<file path="src/rtl/crossbar_defs.vh">
// Opcode encodings for the crossbar configuration port.
// Shared between RTL and anything else that needs to build commands.
`ifndef CROSSBAR_DEFS_VH
`define CROSSBAR_DEFS_VH

`define CB_OP_CONNECT    2'd0
`define CB_OP_DISCONNECT 2'd1
`define CB_OP_CLEAR      2'd2
`define CB_OP_COMMIT     2'd3

`endif

</file>
<file path="src/rtl/crossbar_bus_pkg.sv">
// Purpose : shared types for the crossbar (opcodes, FSM states, index check).
// Latency : n/a (types only).
// Backpr. : n/a.
package crossbar_bus_pkg;

`include "crossbar_defs.vh"

    typedef enum logic [1:0] {
        OP_CONNECT    = `CB_OP_CONNECT,
        OP_DISCONNECT = `CB_OP_DISCONNECT,
        OP_CLEAR      = `CB_OP_CLEAR,
        OP_COMMIT     = `CB_OP_COMMIT
    } cb_op_e;

    typedef enum logic {
        ST_IDLE  = 1'b0,
        ST_CLEAR = 1'b1
    } cb_state_e;

    // Index range check; only ever false when IN/OUT are not powers of two.
    function automatic logic idx_ok(input int unsigned idx, input int unsigned limit);
        return idx < limit;
    endfunction

endpackage

</file>
<file path="src/rtl/crossbar_bus_if.sv">
// Purpose : lane buses plus valid/ready config port of the crossbar.
// Latency : n/a (wiring only).
// Backpr. : cfg_ready low while a CLEAR sweep runs; master holds the command.
// Ports   : in/out packed lanes, cfg_valid/ready/op/out/in, cfg_err, pending.
interface crossbar_bus_if #(
    parameter int LW  = 8,
    parameter int IN  = 8,
    parameter int OUT = 8
);
    localparam int IW = $clog2(IN);
    localparam int OW = $clog2(OUT);

    logic [IN*LW-1:0]  in;
    logic [OUT*LW-1:0] out;
    logic              cfg_valid;
    logic              cfg_ready;
    logic [1:0]        cfg_op;
    logic [OW-1:0]     cfg_out;
    logic [IW-1:0]     cfg_in;
    logic              cfg_err;
    logic              pending;

    modport master (
        output in, cfg_valid, cfg_op, cfg_out, cfg_in,
        input  out, cfg_ready, cfg_err, pending
    );

    modport slave (
        input  in, cfg_valid, cfg_op, cfg_out, cfg_in,
        output out, cfg_ready, cfg_err, pending
    );

endinterface

</file>
<file path="src/rtl/crossbar_lane.sv">
// Purpose : one output lane: active routing entry plus registered LW-bit mux.
// Latency : 1 cycle from in_i to out_o; active entry loads on load_i.
// Backpr. : none; lane always updates.
// Ports   : clock, reset (sync, high), in_i bus, load_i, en_d_i, sel_d_i, out_o.
module crossbar_lane #(
    parameter int LW = 8,
    parameter int IN = 8,
    parameter int IW = $clog2(IN)
) (
    input  logic              clock,
    input  logic              reset,
    input  logic [IN*LW-1:0]  in_i,
    input  logic              load_i,
    input  logic              en_d_i,
    input  logic [IW-1:0]     sel_d_i,
    output logic [LW-1:0]     out_o
);

    logic          en_q;
    logic [IW-1:0] sel_q;
    logic [LW-1:0] out_q;
    logic [LW-1:0] out_d;

    // Disabled entry drives zero; the selector never holds an index >= IN.
    always_comb begin
        out_d = '0;
        for (int k = 0; k < IN; k++) begin
            if (en_q && (sel_q == IW'(k))) begin
                out_d = in_i[k*LW +: LW];
            end
        end
    end

    always_ff @(posedge clock) begin
        if (reset) begin
            en_q  <= 1'b0;
            sel_q <= '0;
            out_q <= '0;
        end else begin
            if (load_i) begin
                en_q  <= en_d_i;
                sel_q <= sel_d_i;
            end
            out_q <= out_d;
        end
    end

    assign out_o = out_q;

endmodule

</file>
<file path="src/rtl/crossbar_bus.sv">
// Purpose : single-source-per-output crossbar with shadow/active routing tables.
// Latency : out is registered, 1 cycle; COMMIT at edge N shows on out at N+1.
// Backpr. : cfg_ready drops for exactly OUT cycles during a CLEAR_ALL sweep.
// Ports   : clock, reset (sync, high), bus (crossbar_bus_if.slave).
module crossbar_bus
    import crossbar_bus_pkg::*;
#(
    parameter int LW  = 8,
    parameter int IN  = 8,
    parameter int OUT = 8
) (
    input  logic           clock,
    input  logic           reset,
    crossbar_bus_if.slave  bus
);

    localparam int IW = $clog2(IN);
    localparam int OW = $clog2(OUT);

    logic          shadow_en_q  [OUT];
    logic          shadow_en_d  [OUT];
    logic [IW-1:0] shadow_sel_q [OUT];
    logic [IW-1:0] shadow_sel_d [OUT];

    cb_state_e     state_q, state_d;
    logic [OW-1:0] clr_idx_q, clr_idx_d;
    logic          pending_q, pending_d;
    logic          cfg_err_q, cfg_err_d;
    logic          commit;
    logic          accept;
    logic          out_ok;
    logic          in_ok;

    assign accept = bus.cfg_valid && (state_q == ST_IDLE);
    assign out_ok = idx_ok(32'(bus.cfg_out), OUT);
    assign in_ok  = idx_ok(32'(bus.cfg_in), IN);

    always_comb begin
        state_d   = state_q;
        clr_idx_d = clr_idx_q;
        pending_d = pending_q;
        cfg_err_d = 1'b0;
        commit    = 1'b0;
        for (int j = 0; j < OUT; j++) begin
            shadow_en_d[j]  = shadow_en_q[j];
            shadow_sel_d[j] = shadow_sel_q[j];
        end

        unique case (state_q)
            ST_IDLE: begin
                if (accept) begin
                    unique case (cb_op_e'(bus.cfg_op))
                        OP_CONNECT: begin
                            if (out_ok && in_ok) begin
                                for (int j = 0; j < OUT; j++) begin
                                    if (OW'(j) == bus.cfg_out) begin
                                        shadow_en_d[j]  = 1'b1;
                                        shadow_sel_d[j] = bus.cfg_in;
                                    end
                                end
                                pending_d = 1'b1;
                            end else begin
                                cfg_err_d = 1'b1;
                            end
                        end
                        OP_DISCONNECT: begin
                            if (out_ok) begin
                                for (int j = 0; j < OUT; j++) begin
                                    if (OW'(j) == bus.cfg_out) begin
                                        shadow_en_d[j] = 1'b0;
                                    end
                                end
                                pending_d = 1'b1;
                            end else begin
                                cfg_err_d = 1'b1;
                            end
                        end
                        OP_CLEAR: begin
                            state_d   = ST_CLEAR;
                            clr_idx_d = '0;
                            pending_d = 1'b1;
                        end
                        OP_COMMIT: begin
                            // Lanes copy the current shadow table this edge.
                            commit    = 1'b1;
                            pending_d = 1'b0;
                        end
                    endcase
                end
            end
            ST_CLEAR: begin
                // One entry per cycle; last entry returns to IDLE, so the
                // port is busy for exactly OUT cycles.
                for (int j = 0; j < OUT; j++) begin
                    if (OW'(j) == clr_idx_q) begin
                        shadow_en_d[j]  = 1'b0;
                        shadow_sel_d[j] = '0;
                    end
                end
                if (clr_idx_q == OW'(OUT - 1)) begin
                    state_d = ST_IDLE;
                end else begin
                    clr_idx_d = clr_idx_q + 1'b1;
                end
            end
        endcase
    end

    // Reset also clears the shadow table, so a reset mid-sweep leaves
    // nothing half-cleared.
    always_ff @(posedge clock) begin
        if (reset) begin
            state_q   <= ST_IDLE;
            clr_idx_q <= '0;
            pending_q <= 1'b0;
            cfg_err_q <= 1'b0;
            for (int j = 0; j < OUT; j++) begin
                shadow_en_q[j]  <= 1'b0;
                shadow_sel_q[j] <= '0;
            end
        end else begin
            state_q   <= state_d;
            clr_idx_q <= clr_idx_d;
            pending_q <= pending_d;
            cfg_err_q <= cfg_err_d;
            for (int j = 0; j < OUT; j++) begin
                shadow_en_q[j]  <= shadow_en_d[j];
                shadow_sel_q[j] <= shadow_sel_d[j];
            end
        end
    end

    assign bus.cfg_ready = (state_q == ST_IDLE);
    assign bus.cfg_err   = cfg_err_q;
    assign bus.pending   = pending_q;

    for (genvar j = 0; j < OUT; j++) begin : g_lane
        logic [LW-1:0] lane_out;

        crossbar_lane #(
            .LW (LW),
            .IN (IN),
            .IW (IW)
        ) u_lane (
            .clock   (clock),
            .reset   (reset),
            .in_i    (bus.in),
            .load_i  (commit),
            .en_d_i  (shadow_en_q[j]),
            .sel_d_i (shadow_sel_q[j]),
            .out_o   (lane_out)
        );

        assign bus.out[j*LW +: LW] = lane_out;
    end

endmodule
</file>
<file path="src/flat_wrapper.sv">
// flat-port wrapper written by rule: the top's interface ports become plain ports
module crossbar_bus_flat import crossbar_bus_pkg::*;
#(
    parameter int LW  = 8,
    parameter int IN  = 8,
    parameter int OUT = 8
)
  (clock, reset, bus_in, bus_cfg_valid, bus_cfg_op, bus_cfg_out, bus_cfg_in, bus_out, bus_cfg_ready, bus_cfg_err, bus_pending);
  crossbar_bus_if #(.LW(LW), .IN(IN), .OUT(OUT)) bus_i ();
  input  logic clock;
  input  logic reset;
  input wire logic [$bits(bus_i.in)-1:0] bus_in;
  input wire logic [$bits(bus_i.cfg_valid)-1:0] bus_cfg_valid;
  input wire logic [$bits(bus_i.cfg_op)-1:0] bus_cfg_op;
  input wire logic [$bits(bus_i.cfg_out)-1:0] bus_cfg_out;
  input wire logic [$bits(bus_i.cfg_in)-1:0] bus_cfg_in;
  output wire logic [$bits(bus_i.out)-1:0] bus_out;
  output wire logic [$bits(bus_i.cfg_ready)-1:0] bus_cfg_ready;
  output wire logic [$bits(bus_i.cfg_err)-1:0] bus_cfg_err;
  output wire logic [$bits(bus_i.pending)-1:0] bus_pending;
  assign bus_i.in = bus_in;
  assign bus_i.cfg_valid = bus_cfg_valid;
  assign bus_i.cfg_op = bus_cfg_op;
  assign bus_i.cfg_out = bus_cfg_out;
  assign bus_i.cfg_in = bus_cfg_in;
  assign bus_out = bus_i.out;
  assign bus_cfg_ready = bus_i.cfg_ready;
  assign bus_cfg_err = bus_i.cfg_err;
  assign bus_pending = bus_i.pending;
  crossbar_bus #(.LW(LW), .IN(IN), .OUT(OUT)) u_core (.clock(clock), .reset(reset), .bus(bus_i));
endmodule
</file>
<file path="config.mk">
export PLATFORM = sky130hd
export DESIGN_NAME = crossbar_bus_flat
export DESIGN_NICKNAME = d
export VERILOG_FILES = /design/src/rtl/crossbar_bus_pkg.sv /design/src/rtl/crossbar_bus_if.sv /design/src/rtl/crossbar_lane.sv /design/src/rtl/crossbar_bus.sv /design/src/flat_wrapper.sv
export VERILOG_INCLUDE_DIRS = /design/src /design/src/rtl
export SDC_FILE = /design/constraint.sdc
export NUM_CORES = 1
export LEC_CHECK = 0
export CORE_MARGIN = 2
export CORE_UTILIZATION = 55
export DETAILED_ROUTE_END_ITERATION = 6
export GPL_TIMING_DRIVEN = 0
export PLACE_DENSITY_LB_ADDON = 0.3
export SETUP_SLACK_MARGIN = 0.02
export SLEW_MARGIN = 10
export SYNTH_ARGS = -nofsm -noshare
export SYNTH_HDL_FRONTEND = slang
export SYNTH_SLANG_ARGS = --single-unit
</file>
<file path="constraint.sdc">
create_clock -name clock -period 3.4 [get_ports clock]
set_clock_uncertainty 0.1 [all_clocks]
set_input_delay 0.68 -clock clock [delete_from_list [all_inputs] [get_ports clock]]
set_output_delay 0.68 -clock clock [all_outputs]
set_load 0.02 [all_outputs]
</file>
# ---- After elaboration in Yosys (flattened, before gate mapping)
# Memories as Yosys holds them, arrays and structs flattened.
# Index checks and enable logic that the tools add are counted.
dict set report word_totals {
  regBits 101
  mem_bits_rw 32
  in_bits 75
  mem_count 2
}
dict set report op_classes {
  n_addsub 1
  eq_ne 77
  mux 141
  bitwise 17
  reduce_logical 79
}
# name depth word_bits rd rd_clocked_by_memory_dff wr line_no
set memory_table {}
lappend memory_table {u_core.shadow_sel_q 8 3 8 0 8 crossbar_bus.sv:22} ;# logic [IW-1:0] shadow_sel_q [OUT];
lappend memory_table {u_core.shadow_en_q 8 1 8 0 8 crossbar_bus.sv:20} ;# logic shadow_en_q [OUT];
# op n
set op_table {}
lappend op_table {{8-bit two-way mux} 65}
lappend op_table {{3-bit equality test (second input constant)} 33}
lappend op_table {{3-bit two-way mux} 27}
lappend op_table {{1-bit logical AND} 65}
lappend op_table {{3-bit by 2-bit equality test with 1-bit output (second input constant)} 16}
lappend op_table {{24-bit two-way mux} 2}
lappend op_table {{24-bit one-hot mux with 2 select lines} 1}
lappend op_table {{1-bit two-way mux} 41}
lappend op_table {{8-bit one-hot mux with 2 select lines} 2}
lappend op_table {{3-bit logical NOT} 10}
lappend op_table {{3-bit by 1-bit equality test with 1-bit output (second input constant)} 8}
lappend op_table {{3-bit equality test (first input constant)} 8}
lappend op_table {{1-bit bitwise OR} 16}
lappend op_table {{2-bit by 3-bit equality test with 1-bit output (first input constant)} 4}
lappend op_table {{1-bit by 3-bit equality test with 1-bit output (first input constant)} 2}
lappend op_table {{3-bit one-hot mux with 2 select lines} 1}
lappend op_table {{2-bit equality test (second input constant)} 2}
lappend op_table {{2-bit by 1-bit inequality test with 1-bit output (second input constant)} 2}
lappend op_table {{1-bit one-hot mux with 2 select lines} 2}
lappend op_table {{3-bit by 1-bit adder with 3-bit output (second input constant)} 1}
lappend op_table {{3-bit AND reduction} 1}
lappend op_table {{3-bit OR reduction} 1}
lappend op_table {{2-bit by 1-bit equality test with 1-bit output (second input constant)} 1}
lappend op_table {{2-bit logical NOT} 1}
lappend op_table {{other kinds (3)} 3}

# ---- Longest topological paths before layout
# Gate-level depths: netlist (run 1).
dict set report logic_depth {
  word_depth 10
  mapped_depth 7
  ltp_nobuf 6
}

# ---- Hierarchy
# Synthesis (run 1) repeated with hierarchy kept, for this count alone.
dict set report hier_totals {
  cells_unflattened 1147
  area_unflattened_um2 9746.8
}
# module n_inst cells_each area_each_um2
set modules_own_cells {}
lappend modules_own_cells {crossbar_lane 8 121 1003.5}
lappend modules_own_cells {crossbar_bus 1 179 1719.1}

# ---- Least setup slack after synthesis (run 1)
# OpenSTA, ideal clock, no wires.
dict set report synth_timing {
  path_kind {input to register}
  start {input bus_cfg_op[0]}
  end {memory u_core.shadow_sel_q[0][8] in the netlist's numbering}
  t_arrival_ps 1598
  required_ps 3177
  slack_ps 1579
  stages 5
  n_path_buf 1
  path_cell_list {buf_6 -> or4b_4 -> o21ai_2 -> nand2_2 -> mux2i_1}
}
# element line_no
set synth_rtl {}
lappend synth_rtl {{start, declared} flat_wrapper.sv:14} ;# input wire logic [$bits(bus_i.cfg_op)-1:0] bus_cfg_op;
lappend synth_rtl {{end, declared} crossbar_bus.sv:22}

# ---- Worst setup path after layout (run 1)
dict set report layout_timing {
  start {register u_core.state_q}
  end {output bus_cfg_ready}
}
dict set report layout_via {
  elab_chain_cells 1
}
# element line_no
set layout_lines {}
lappend layout_lines {{start, declared} crossbar_bus.sv:25} ;# cb_state_e state_q, state_d;
lappend layout_lines {{start signal, assigned} crossbar_bus.sv:122} ;# state_q <= state_d;
lappend layout_lines {{1-bit inverter} crossbar_bus.sv:133} ;# assign bus.cfg_ready = (state_q == ST_IDLE);
lappend layout_lines {{end, declared} flat_wrapper.sv:18} ;# output wire logic [$bits(bus_i.cfg_ready)-1:0] bus_cfg_ready;
# No other way between the ends.

==> results of run 1 <==
==> state kept, by name, indices dropped and copies added (netlist names) <==
signal and cells:
u_core.clr_idx_q 3, u_core.shadow_sel_q 24, u_core.g_lane.u_lane.sel_q 24, u_core.g_lane.u_lane.out_o 64, u_core.shadow_en_q 8, u_core.state_q 1
u_core.g_lane.u_lane.en_q 8, u_core.bus.pending 1
==> layer usage <==
layer / wire length, um / part of all wire (%) / up-vias
li1: - / - / 3985
met1: 12720 / 35 / 4364
met2: 14720 / 40 / 915
met3: 6182 / 17 / 235
met4: 2813 / 7.7 / 0
met5: 0 / 0 / -
==> kinds of logic (layout without fill, tap and decap cells) <==
group	Yosys count	after routing	share of synthesized area, %
AOI/OAI and AO/OA	269	269	19.20
adders and majority gates	6	6	0.8269
buffers and inverters	101	264	5.705
DFF	133	133	29.33
muxes	158	158	26.61
other	1	1	0.04131
and+or+nand+nor	313	313	18.29
==> layout make-up <==
type,count,area share (%)
Timing Repair Buffer,131,11.71
Inverter,9,0.3018
Clock inverter,12,0.8718
Sequential cell,133,23.78
Tap cell,216,2.414
Clock buffer,20,3.901
Multi-Input combinational cell,747,52.69
Buffer,92,4.325
==> stage by stage <==
step                setup WS, ps  util, %  std cells
floorplan                   1579        -        981
global placement           802.9    66.63       1328
detailed placement         765.4    66.63       1328
CTS                        865.5    69.96       1360
global route               799.8    69.96       1360
finish                     879.1    69.96       1360
==> power breakdown <==
| group | switching (W) | internal (W) |
|---|---|---|
| Combinational | 0.000338 | 0.000216 |
| Sequential | 0.00000919 | 0.00157 |
| Clock | 0.000761 | 0.000943 |
==> worst register-to-register path, delay by kind of cell, from the launching register on <==
kind / cells / cell delay, ps
DFF: 1 / 310
AOI/OAI and AO/OA: 3 / 520
buffers and inverters: 2 / 930
==> worst max path at each step <==
stage	from	to	cells past startpoint
4_1_cts	u_core.state_q$_SDFF_PP0_	bus_cfg_ready	3
2_1_floorplan	bus_cfg_op[0]	u_core.shadow_sel_q[0][8]$_SDFFE_PP0P_	5
3_5_place_dp	bus_cfg_out[0]	u_core.shadow_sel_q[1][4]$_SDFFE_PP0P_	6
5_1_grt	u_core.state_q$_SDFF_PP0_	bus_cfg_ready	3
3_3_place_gp	bus_cfg_valid	u_core.g_lane[7].u_lane.sel_q[1]$_SDFFE_PP0P_	6
6_report	u_core.state_q$_SDFF_PP0_	bus_cfg_ready	3
==> cells in the final DEF, fill, tap and decap left out, types with 5 or more instances in the layout <==
| master | count |
|---|---|
| nor3_1 | 20 |
| mux2i_1 | 67 |
| a21o_1 | 13 |
| ha_1 | 6 |
| nand2b_1 | 49 |
| a211oi_1 | 14 |
| nor3b_1 | 6 |
| o211ai_1 | 5 |
| o221ai_1 | 15 |
| a22o_1 | 9 |
| a221oi_1 | 14 |
| clkbuf_16 | 17 |
| mux4_2 | 64 |
| a31oi_1 | 6 |
| buf_4 | 17 |
| o21ba_2 | 10 |
| a21oi_1 | 91 |
| inv_6 | 5 |
| inv_1 | 9 |
| dfxtp_1 | 133 |
| nand3b_1 | 14 |
| buf_2 | 28 |
| nor4bb_1 | 5 |
| o21ai_0 | 40 |
| nor2b_1 | 26 |
| buf_6 | 5 |
| o22ai_1 | 31 |
| clkbuf_1 | 40 |
| mux2_2 | 27 |
| nand2_1 | 96 |
| nor2_1 | 55 |
| nand3_1 | 7 |
| clkdlybuf4s50_1 | 131 |
==> reports/qor.txt, run 1 <==
==================================================================================================
Slowest cell delay on critical path .................................................       640 ps
Drt drc .............................................................................            1
Proportion of synthesized chip area in sequential cells .............................       29.33%
Worst R2R Path Depth ................................................................            5
Mean instance size in the synthesized netlist .......................................   9.255 um^2
Placer congestion estimate ..........................................................        1.044
RSZ-0062 raised after global routing ................................................           no
Transition time at the pin with the least slew margin ...............................     878.5 ps
Net count after synthesis ...........................................................        1,062
# diodes ............................................................................            0
Total via count after detailed routing ..............................................        9,499
Reg-to-reg critical path startpoint ................................................. u_core.g_lane[2].u_lane.sel_q[2]$_SDFFE_PP0P_
Most used standard cell by instance count after synthesis ...........................      dfxtp_1
Maximum fanout along the worst path .................................................           10
Aggregate negative setup slack ......................................................         0 ps
Routing layer with the top usage in global route ....................................         met2
Chip Height .........................................................................     132.5 um
Detailed-route wire length ..........................................................    36,430 um
Hold Crit Start ..................................................................... u_core.g_lane[7].u_lane.en_q$_SDFFE_PP0P_
Worst supply voltage drop on vdd ....................................................    0.3473 mV
Fmax achieved .......................................................................   0.3967 GHz
Critical path class ................................................................. flop to output port
Input/output buffers ................................................................          131
Multi-input combinational cell area .................................................    5898 um^2
Critical path data required time ....................................................      2620 ps
Residual overflow from global routing ...............................................            0
Startpoint kind of the worst setup timing path ......................................         flop
Signed area change from the synthesized netlist to the final layout .................       23.31%
Maximum capacitance violations ......................................................            0
Flip-flop and latch count after synthesis ...........................................          133
Total clock buffers created by CTS ..................................................           17
First-pass GRT wire length ..........................................................    53,630 um
Met1 routing resource usage after global routing ....................................       52.50%
Violations in the final reports .....................................................          DRC
Status .............................................................................. finished, violations left
CP top delay family ................................................................. buffers and inverters
Design Power ........................................................................   0.003841 W
Initial antenna violation count .....................................................            0
Synthesized instance count ..........................................................          981
Overall track demand over capacity in global routing ................................       40.94%
Finished layout cell area ...........................................................  11,190 um^2
Maximum number of pins on one net before global-route repair ........................           17
Number of nets with antenna violations after routing ................................            0
Count of pins over their slew limit .................................................            0
Synth Flop Type .....................................................................      dfxtp_1
Worst path bufs/invs ................................................................            3
Clock transition time at the flip-flop clock pins of the worst setup and hold paths .        60 ps
Cell types with the highest counts after synthesis .................................. dfxtp_1, nand2_1, a21oi_1
Met3 global-route usage .............................................................       16.09%
Number of instances resized during post-cts repair ..................................            0
Min cycle time layout ...............................................................      2521 ps
Master of the slowest instance on the critical path ................................. clkdlybuf4s50_1
Terminus of the critical flop-to-flop path .......................................... u_core.g_lane[2].u_lane.out_o[4]$_SDFF_PP0_
Class of the worst hold path ........................................................ flop to flop
Clock latency on the worst-skew pair ................................................       440 ps
Via count of the first global-routing pass ..........................................        8,932
Post-synthesis cell type with the largest combined area .............................      dfxtp_1
Top cells by area, synth ............................................................ dfxtp_1, mux4_2, mux2i_1
Count of hold buffers inserted by post-cts repair ...................................            0
Number of cells on the worst hold path ..............................................            2
Initial standard-cell utilization of the core .......................................       56.74%
Layout cells sized above 1 ..........................................................       17.31%
Cell chosen for the clock root ......................................................    clkbuf_16
Half-perimeter wire length after detailed placement .................................    25,180 um
Post-synth ARST share ...............................................................           0%
Worst-case hold slack ...............................................................     356.8 ps
Post-synthesis instance area ........................................................    9079 um^2
Die footprint .......................................................................  17,550 um^2
Number of H-tree levels .............................................................            4
Post-synth EDFFs ....................................................................            0
Total I/O pin count .................................................................          142
Vias per Instance ...................................................................        6.985
Count of unique library cells instantiated by Yosys .................................           62
Fill cell total of the finished layout ..............................................        1,333
Slack of the worst reg-to-reg path ..................................................      1430 ps
Static leakage ......................................................................     3.714 nW
Critical path data arrival time .....................................................      1740 ps
Reg area ............................................................................    2663 um^2
Portion of synthesized cell area occupied by the leading cell type ..................       29.33%
Std-Cell Core Area ..................................................................  16,000 um^2
Number of core rows .................................................................           46
Power per Cell Area ................................................................. 343.1 nW/um^2
Critical-path cell list ............................................................. buf_2 -> inv_1 -> clkdlybuf4s50_1
Standard cell area after detailed placement .........................................  10,660 um^2
Worst min-delay path endpoint ....................................................... u_core.g_lane[7].u_lane.en_q$_SDFFE_PP0P_
Relative slew margins ...............................................................       41.43%
Layout Nets .........................................................................        1,212
Number of warning messages in the yosys log .........................................            0
CP Capture Type .....................................................................  output port
Number of endpoints with negative hold slack in the final report ....................            0
CTS tree ............................................................................         done
Setup-failing EPs final .............................................................            0
Number of design-rule violations left by the first detailed-router iteration ........        1,675
Wirelength per Cell .................................................................     26.79 um
Chip width ..........................................................................     132.5 um
CTS Sinks ...........................................................................          133
First-pass detailed-route iteration total ...........................................            7
Met2 usage in global routing ........................................................       57.89%
Count of buffers added by post-CTS timing repair for setup ..........................            0
Number of buffers between clock root and the deepest sink ...........................            2
Crit share post-route ...............................................................       74.14%
==================================================================================================
Power figures use the tool's default switching activity.
==> run 2, diff against run 1 <==
- CORE_UTILIZATION: 55 -> 50
- clock period: 3.4 -> 2.1 ns (I/O delays scaled with it)
==> run 2 against run 1 <==
Net effect:
- the flow still finishes with violations (DRC)
- die area increased by 9.7%
- sequential share of layout area barely moved
- via count decreased by 2.2%
- combinational power rose by 57%
- flip-flop and latch count unchanged
- cell area rose by 0.18%
- worst setup slack worse by 800 ps
- sequential power rose by 62%
- critical path type unchanged
==> reports/qor.txt, run 2 (same netlist as run 1, synthesis figures left out) <==
==================================================================================================
CTS Sinks ...........................................................................          133   unchanged
Switching portion of total power ....................................................       28.01%   -0.86 points
Number of cells on the worst hold path ..............................................            4   +2
Worst supply voltage drop on vdd ....................................................    0.6208 mV   +79%
Final std cells w/o fill ............................................................        1,372   +0.88%
Reg-to-reg critical path startpoint ................................................. u_core.g_lane[1].u_lane.sel_q[0]$_SDFFE_PP0P_
Signed area change from the synthesized netlist to the final layout .................       23.53%
Sequential fraction of design power .................................................        41.5%   +0.3 points
Chip Height .........................................................................     138.8 um   +4.7%
# diodes ............................................................................            0   unchanged
P_int ...............................................................................   0.004450 W   +63%
Total clock buffers created by CTS ..................................................           17   unchanged
Maximum capacitance violations ......................................................            0   unchanged
Part of the power in combinational logic ............................................        14.1%   -0.3 points
Class of the worst hold path ........................................................ input pin to flop
Cell chosen for the clock root ......................................................    clkbuf_16
Clock network power share ...........................................................        44.4%   about the same
Aggregate negative setup slack ......................................................         0 ps   unchanged
RSZ-0062 raised after global routing ................................................           no
Chip width ..........................................................................     138.8 um   +4.7%
Violations in the final reports .....................................................          DRC
Final core utilization ..............................................................       62.64%   -7.3 points
Critical path class ................................................................. flop to output port
Layout cells sized above 1 ..........................................................       17.59%   +0.28 points
Half-perimeter wire length after detailed placement .................................    24,040 um   -4.5%
Fill cell total of the finished layout ..............................................        1,534   +15%
First-pass detailed-route iteration total ...........................................            7   unchanged
Slowest cell delay on critical path .................................................       370 ps   -270 ps
Input/output buffers ................................................................          131   unchanged
Std-Cell Core Area ..................................................................  17,900 um^2   +12%
Instance count after placement with tap cells included ..............................        1,341   +0.98%
Layout Nets .........................................................................        1,212   unchanged
Total I/O pin count .................................................................          142   unchanged
Count of hold buffers inserted by post-cts repair ...................................            0   unchanged
Worst path bufs/invs ................................................................            3   unchanged
Overall track demand over capacity in global routing ................................       35.68%   -5.3 points
Initial antenna violation count .....................................................            0   unchanged
Status .............................................................................. finished, violations left
Most common cell after layout, fill and taps aside ..................................      dfxtp_1
Count of pins over their slew limit .................................................            0   unchanged
Setup-failing EPs final .............................................................            0   unchanged
Die footprint .......................................................................  19,250 um^2   +9.7%
Flip-flop count of the largest register after layout ................................           64   unchanged
Crit share post-route ...............................................................       96.28%
Slack of the worst reg-to-reg path ..................................................       110 ps   -1320 ps
Total via count after detailed routing ..............................................        9,294   -2.2%
Critical path data required time ....................................................      1580 ps   -1040 ps
Initial standard-cell utilization of the core .......................................       50.71%   -6.0 points
Fmax achieved .......................................................................   0.4946 GHz
Finished layout cell area ...........................................................  11,210 um^2   +0.18%
Detailed-route wire length ..........................................................    34,840 um   -4.4%
Vias per Instance ...................................................................        6.774   -3.0%
Min cycle time layout ...............................................................      2022 ps
Critical path data arrival time .....................................................      1500 ps   -240 ps
Hold Crit Start ..................................................................... bus_cfg_op[0]
Maximum fanout along the worst path .................................................           10   unchanged
First-pass GRT wire length ..........................................................    52,530 um   -2.0%
Number of H-tree levels .............................................................            4   unchanged
Static leakage ......................................................................     3.712 nW   about the same
Net switching power figure ..........................................................   0.001731 W   +56%
Terminus of the critical flop-to-flop path .......................................... u_core.g_lane[1].u_lane.out_o[4]$_SDFF_PP0_
Power per Cell Area ................................................................. 551.2 nW/um^2   +61%
CTS tree ............................................................................         done
Startpoint kind of the worst setup timing path ......................................         flop
Number of design-rule violations left by the first detailed-router iteration ........        1,679   +0.24%
CP Capture Type .....................................................................  output port
Relative slew margins ...............................................................       40.19%   -1.2 points
Residual overflow from global routing ...............................................            0   unchanged
Number of buffers between clock root and the deepest sink ...........................            2   unchanged
Maximum number of pins on one net before global-route repair ........................           17   unchanged
Critical-path cell list ............................................................. clkbuf_4 -> inv_1 -> dlygate4sd2_1
Master of the slowest instance on the critical path ................................. dlygate4sd2_1
Number of endpoints with negative hold slack in the final report ....................            0   unchanged
Transition time at the pin with the least slew margin ...............................     897.2 ps   +18.67 ps
Most frequent cells in the layout ................................................... dfxtp_1, clkdlybuf4s50_1, nand2_1
Placer congestion estimate ..........................................................        1.033   -1.0%
Worst-case hold slack ...............................................................     281.4 ps   -75.38 ps
Number of nets with antenna violations after routing ................................            0   unchanged
Via count of the first global-routing pass ..........................................        8,824   -1.2%
Worst R2R Path Depth ................................................................            5   unchanged
Worst min-delay path endpoint ....................................................... u_core.shadow_en_q[1][3]$_SDFFE_PP0P_
Drt drc .............................................................................            6   +5
Standard cell area after detailed placement .........................................  10,680 um^2   +0.15%
Clock latency on the worst-skew pair ................................................       450 ps   about the same
Wirelength per Cell .................................................................     25.39 um   -5.2%
Clock transition time at the flip-flop clock pins of the worst setup and hold paths .        60 ps   about the same
Number of core rows .................................................................           49   +6.5%
CP top delay family ................................................................. buffers and inverters
==================================================================================================
==> run 2: worst max path at each step <==
stage,startpoint,to,slack [ps],cells past startpoint
2_1_floorplan,u_core.g_lane[6].u_lane.sel_q[0]$_SDFFE_PP0P_,u_core.g_lane[6].u_lane.out_o[4]$_SDFF_PP0_,530,5
3_3_place_gp,reset,u_core.shadow_sel_q[1][5]$_SDFFE_PP0P_,-240,5
3_5_place_dp,reset,u_core.shadow_sel_q[1][5]$_SDFFE_PP0P_,-220,5
4_1_cts,u_core.state_q$_SDFF_PP0_,bus_cfg_ready,80,3
5_1_grt,u_core.state_q$_SDFF_PP0_,bus_cfg_ready,30,3
6_report,u_core.state_q$_SDFF_PP0_,bus_cfg_ready,80,3
==> run 2: timing repair <==
item / in CTS / in global routing
setup endpoints to repair: 1 / 2
pin swaps: 0 / 0
setup buffers: 0 / 0
resized for setup: 1 / 3
==> run 2: routing by layer <==
| metal | vias to the layer above | GRT usage (%) | routed length (um) |
|---|---|---|---|
| met3 | 248 | 14.50 | 5432 |
| li1 | 3993 | - | - |
| met4 | 0 | 22.01 | 2551 |
| met2 | 821 | 52.61 | 14630 |
| met1 | 4232 | 43.69 | 12220 |
| met5 | - | 0 | 0 |
==> run 2: metrics by stage <==
stage,total power [W],setup WS (ps)
final,0.006181,78.09
after global routing,0.006322,29.92
after detailed placement,0.003437,-216.4
after global placement,0.003428,-237.4
after CTS,0.006131,77.54
after floorplan,0.003000,529.4
==> run 2: tightest hold or removal path, cell delays in order <==
cell and delay [ps]:
buf_6 100, o2111ai_1 100, nand3_1 80, a211oi_1 70
==> run 2: layout make-up <==
cell class / instances / area, um^2 / area share [%]
Clock buffer: 19 / 452.9 / 4.039
Buffer: 92 / 488.0 / 4.351
Inverter: 9 / 33.78 / 0.3012
Sequential cell: 133 / 2663 / 23.74
Multi-Input combinational cell: 747 / 5898 / 52.59
Clock inverter: 12 / 82.58 / 0.7364
Timing Repair Buffer: 131 / 1310 / 11.68
Tap cell: 229 / 286.5 / 2.555
==> run 2: power groups by stage <==
stage	clock, W	sequential (W)	combinational, W
floorplan	0	0.00262	0.000381
global placement	0	0.00262	0.000812
detailed placement	0	0.00262	0.000819
CTS	0.00275	0.00256	0.000822
global route	0.00287	0.00257	0.000888
finish	0.00274	0.00256	0.000874
==> run 3, diff against run 2 <==
- CORE_UTILIZATION: 50 -> 55
- PLACE_DENSITY: default -> 0.81
- PLACE_DENSITY_LB_ADDON: 0.3 -> default
- clock period: 2.1 -> 2 ns (I/O delays scaled with it)
==> run 3 against run 2 <==
Net effect:
- the flow still finishes with violations (DRC)
- routed wire length up 2.0%
- highest routed layer unchanged
- register-to-register slack worse by 50 ps
- combinational power up 4.8%
- non-clock buffer count unchanged
- sequential share of layout area down 0.22 points
- largest power group unchanged
- power up 16%
- critical path type is now input pin to flop
- clock power up 31%
- first-iteration DRC count down 21%
- cell area up 0.94%
- sequential power up 5%
==> reports/qor.txt, run 3 (same netlist as run 1, synthesis figures left out) <==
==================================================================================================
Worst supply voltage drop on vdd ....................................................    0.6193 mV   -0.24%
Critical-path cell list ............................................................. clkdlybuf4s50_1 -> mux2i_1 -> o211ai_1 -> o21ai_0 -> nor3_1
Count of pins over their slew limit .................................................            0   unchanged
Via count of the first global-routing pass ..........................................        9,202   +4.3%
Met1 routing resource usage after global routing ....................................       46.62%   +2.9 points
P_int ...............................................................................   0.005434 W   +22%
First-pass detailed-route iteration total ...........................................            7   unchanged
Number of cells on the worst hold path ..............................................            4   unchanged
Clock latency on the worst-skew pair ................................................       430 ps   -20 ps
Most common cell after layout, fill and taps aside ..................................      dfxtp_1
Die footprint .......................................................................  17,550 um^2   -8.8%
Finished layout cell area ...........................................................  11,320 um^2   +0.94%
Worst min-delay path endpoint ....................................................... u_core.shadow_en_q[1][3]$_SDFFE_PP0P_
Worst R2R Path Depth ................................................................            7   +2
Part of the power in combinational logic ............................................        12.7%   -1.4 points
Std-Cell Core Area ..................................................................  16,000 um^2   -11%
Placer congestion estimate ..........................................................        1.009   -2.4%
Standard cell area after detailed placement .........................................  10,660 um^2   -0.15%
RSZ-0062 raised after global routing ................................................           no
CTS Sinks ...........................................................................          133   unchanged
Critical path data required time ....................................................      2190 ps   +610 ps
Chip width ..........................................................................     132.5 um   -4.5%
Violations in the final reports .....................................................          DRC
Reg-to-reg critical path startpoint ................................................. u_core.g_lane[5].u_lane.sel_q[0]$_SDFFE_PP0P_
Slack of the worst reg-to-reg path ..................................................        60 ps   -50 ps
Drt drc .............................................................................           55   +49
Status .............................................................................. finished, violations left
Reg area ............................................................................    2663 um^2   unchanged
Clock network power share ...........................................................        49.8%   +5.4 points
Cell chosen for the clock root ......................................................    clkbuf_16
Layout Nets .........................................................................        1,212   unchanged
Class of the worst hold path ........................................................ input pin to flop
Post-placement setup slack ..........................................................    -285.6 ps   -69.18 ps
Final core utilization ..............................................................       70.75%   +8.1 points
Maximum capacitance violations ......................................................            0   unchanged
Flip-flop count of the largest register after layout ................................           64   unchanged
# diodes ............................................................................            0   unchanged
Slowest cell delay on critical path .................................................       860 ps   +490 ps
Worst-case hold slack ...............................................................     280.5 ps   -0.8930 ps
Critical path data arrival time .....................................................      2160 ps   +660 ps
Design Power ........................................................................   0.007193 W   +16%
Routing layer with the top usage in global route ....................................         met2
Vias per Instance ...................................................................        6.909   +2.0%
Static leakage ......................................................................     3.781 nW   +1.9%
Terminus of the critical flop-to-flop path .......................................... u_core.g_lane[5].u_lane.out_o[6]$_SDFF_PP0_
Clock transition time at the flip-flop clock pins of the worst setup and hold paths .        60 ps   about the same
Final worst slack ...................................................................     34.65 ps   -43.44 ps
Chip Height .........................................................................     132.5 um   -4.5%
Total I/O pin count .................................................................          142   unchanged
Critical path class ................................................................. input pin to flop
Number of endpoints with negative hold slack in the final report ....................            0   unchanged
Number of buffers between clock root and the deepest sink ...........................            2   unchanged
Switching portion of total power ....................................................       24.44%   -3.6 points
Maximum number of pins on one net before global-route repair ........................           17   unchanged
Number of nets with antenna violations after routing ................................            0   unchanged
Net switching power figure ..........................................................   0.001758 W   +1.5%
Multi-input combinational cell area .................................................    5898 um^2   unchanged
Min cycle time layout ...............................................................      1965 ps
Power per Cell Area ................................................................. 635.4 nW/um^2   +15%
Initial standard-cell utilization of the core .......................................       56.74%   +6.0 points
Relative slew margins ...............................................................       44.02%   +3.8 points
Wirelength per Cell .................................................................     26.17 um   +3.1%
Startpoint kind of the worst setup timing path ......................................    input pin
Number of core rows .................................................................           46   -6.1%
Sequential fraction of design power .................................................        37.4%   -4.1 points
Fill cell total of the finished layout ..............................................        1,270   -17%
Detailed-route wire length ..........................................................    35,540 um   +2.0%
Maximum fanout along the worst path .................................................            9   -1
Half-perimeter wire length after detailed placement .................................    24,400 um   +1.5%
Master of the slowest instance on the critical path ................................. clkdlybuf4s50_1
Signed area change from the synthesized netlist to the final layout .................       24.68%
Worst path bufs/invs ................................................................            1   -2
Layout cells sized above 1 ..........................................................       17.25%   -0.33 points
Number of H-tree levels .............................................................            4   unchanged
Setup-failing EPs final .............................................................            0   unchanged
Residual overflow from global routing ...............................................            0   unchanged
Hold Crit Start ..................................................................... bus_cfg_op[0]
Transition time at the pin with the least slew margin ...............................     839.7 ps   -57.43 ps
Fmax achieved .......................................................................   0.5088 GHz
Total via count after detailed routing ..............................................        9,383   +0.96%
First-pass GRT wire length ..........................................................    52,850 um   +0.61%
Total clock buffers created by CTS ..................................................           17   unchanged
Number of design-rule violations left by the first detailed-router iteration ........        1,331   -21%
CP Capture Type .....................................................................         flop
Most frequent cells in the layout ................................................... dfxtp_1, clkdlybuf4s50_1, nand2_1
CTS tree ............................................................................         done
Met2 usage in global routing ........................................................       61.02%   +8.4 points
Met3 global-route usage .............................................................       15.52%   +1.0 points
Overall track demand over capacity in global routing ................................       39.88%   +4.2 points
CP top delay family ................................................................. buffers and inverters
Input/output buffers ................................................................          131   unchanged
Crit share post-route ...............................................................       98.27%
Initial antenna violation count .....................................................            0   unchanged
==================================================================================================
run 3: repair_timing:
| item | in CTS | in global routing |
|---|---|---|
| gates resized for setup | 2 | 2 |
| endpoints found under the setup margin | 1 | 1 |
| hold buffers | 0 | 0 |
| buffers inserted | 0 | 0 |
run 3: worst max-delay path by stage:
stage	startpoint	to	depth (start not counted)
floorplan	u_core.g_lane[6].u_lane.sel_q[0]$_SDFFE_PP0P_	u_core.g_lane[6].u_lane.out_o[4]$_SDFF_PP0_	5
global placement	reset	u_core.shadow_sel_q[1][10]$_SDFFE_PP0P_	5
detailed placement	reset	u_core.shadow_sel_q[1][5]$_SDFFE_PP0P_	5
CTS	u_core.state_q$_SDFF_PP0_	bus_cfg_ready	3
global route	bus_cfg_out[2]	u_core.shadow_sel_q[1][1]$_SDFFE_PP0P_	6
finish	bus_in[54]	u_core.g_lane[5].u_lane.out_o[6]$_SDFF_PP0_	5
run 3: area by class of cell:
type | instances | area share, %
clock buffers | 22 | 4.101
flip-flops and latches | 133 | 23.52
plain buffers | 92 | 4.300
inverters | 9 | 0.2984
clock inverters | 8 | 1.746
multi-input cells | 747 | 52.11
well taps | 216 | 2.388
repair buffers | 131 | 11.54
run 3: worst reg2reg max path, delay by kind of cell, from the launching register on:
| family | cells | cell delay [ps] |
|---|---|---|
| buffers and inverters | 3 | 600 |
| and+or+nand+nor | 1 | 410 |
| AOI/OAI and AO/OA | 3 | 350 |
| DFF | 1 | 350 |
run 3: power groups by stage:
stage	registers [W]	clock network (W)	logic [W]
detailed placement	0.00275	0	0.000854
CTS	0.00269	0.00358	0.000860
global placement	0.00275	0	0.000849
global route	0.00269	0.00370	0.000922
finish	0.00269	0.00358	0.000916
floorplan	0.00275	0	0.000401
run 3: metal layers:
metal | part of all wire [%] | vias up
met5 | 0 | -
met4 | 8.2 | 0
met3 | 15 | 268
met2 | 43 | 848
met1 | 34 | 4285
li1 | - | 3982
run 3: per-stage QoR:
step / setup TNS [ps] / cells
after global routing: 0 / 1358
after floorplan: 0 / 981
after CTS: 0 / 1358
after global placement: -12280 / 1328
after detailed placement: -12670 / 1328
final: 0 / 1358
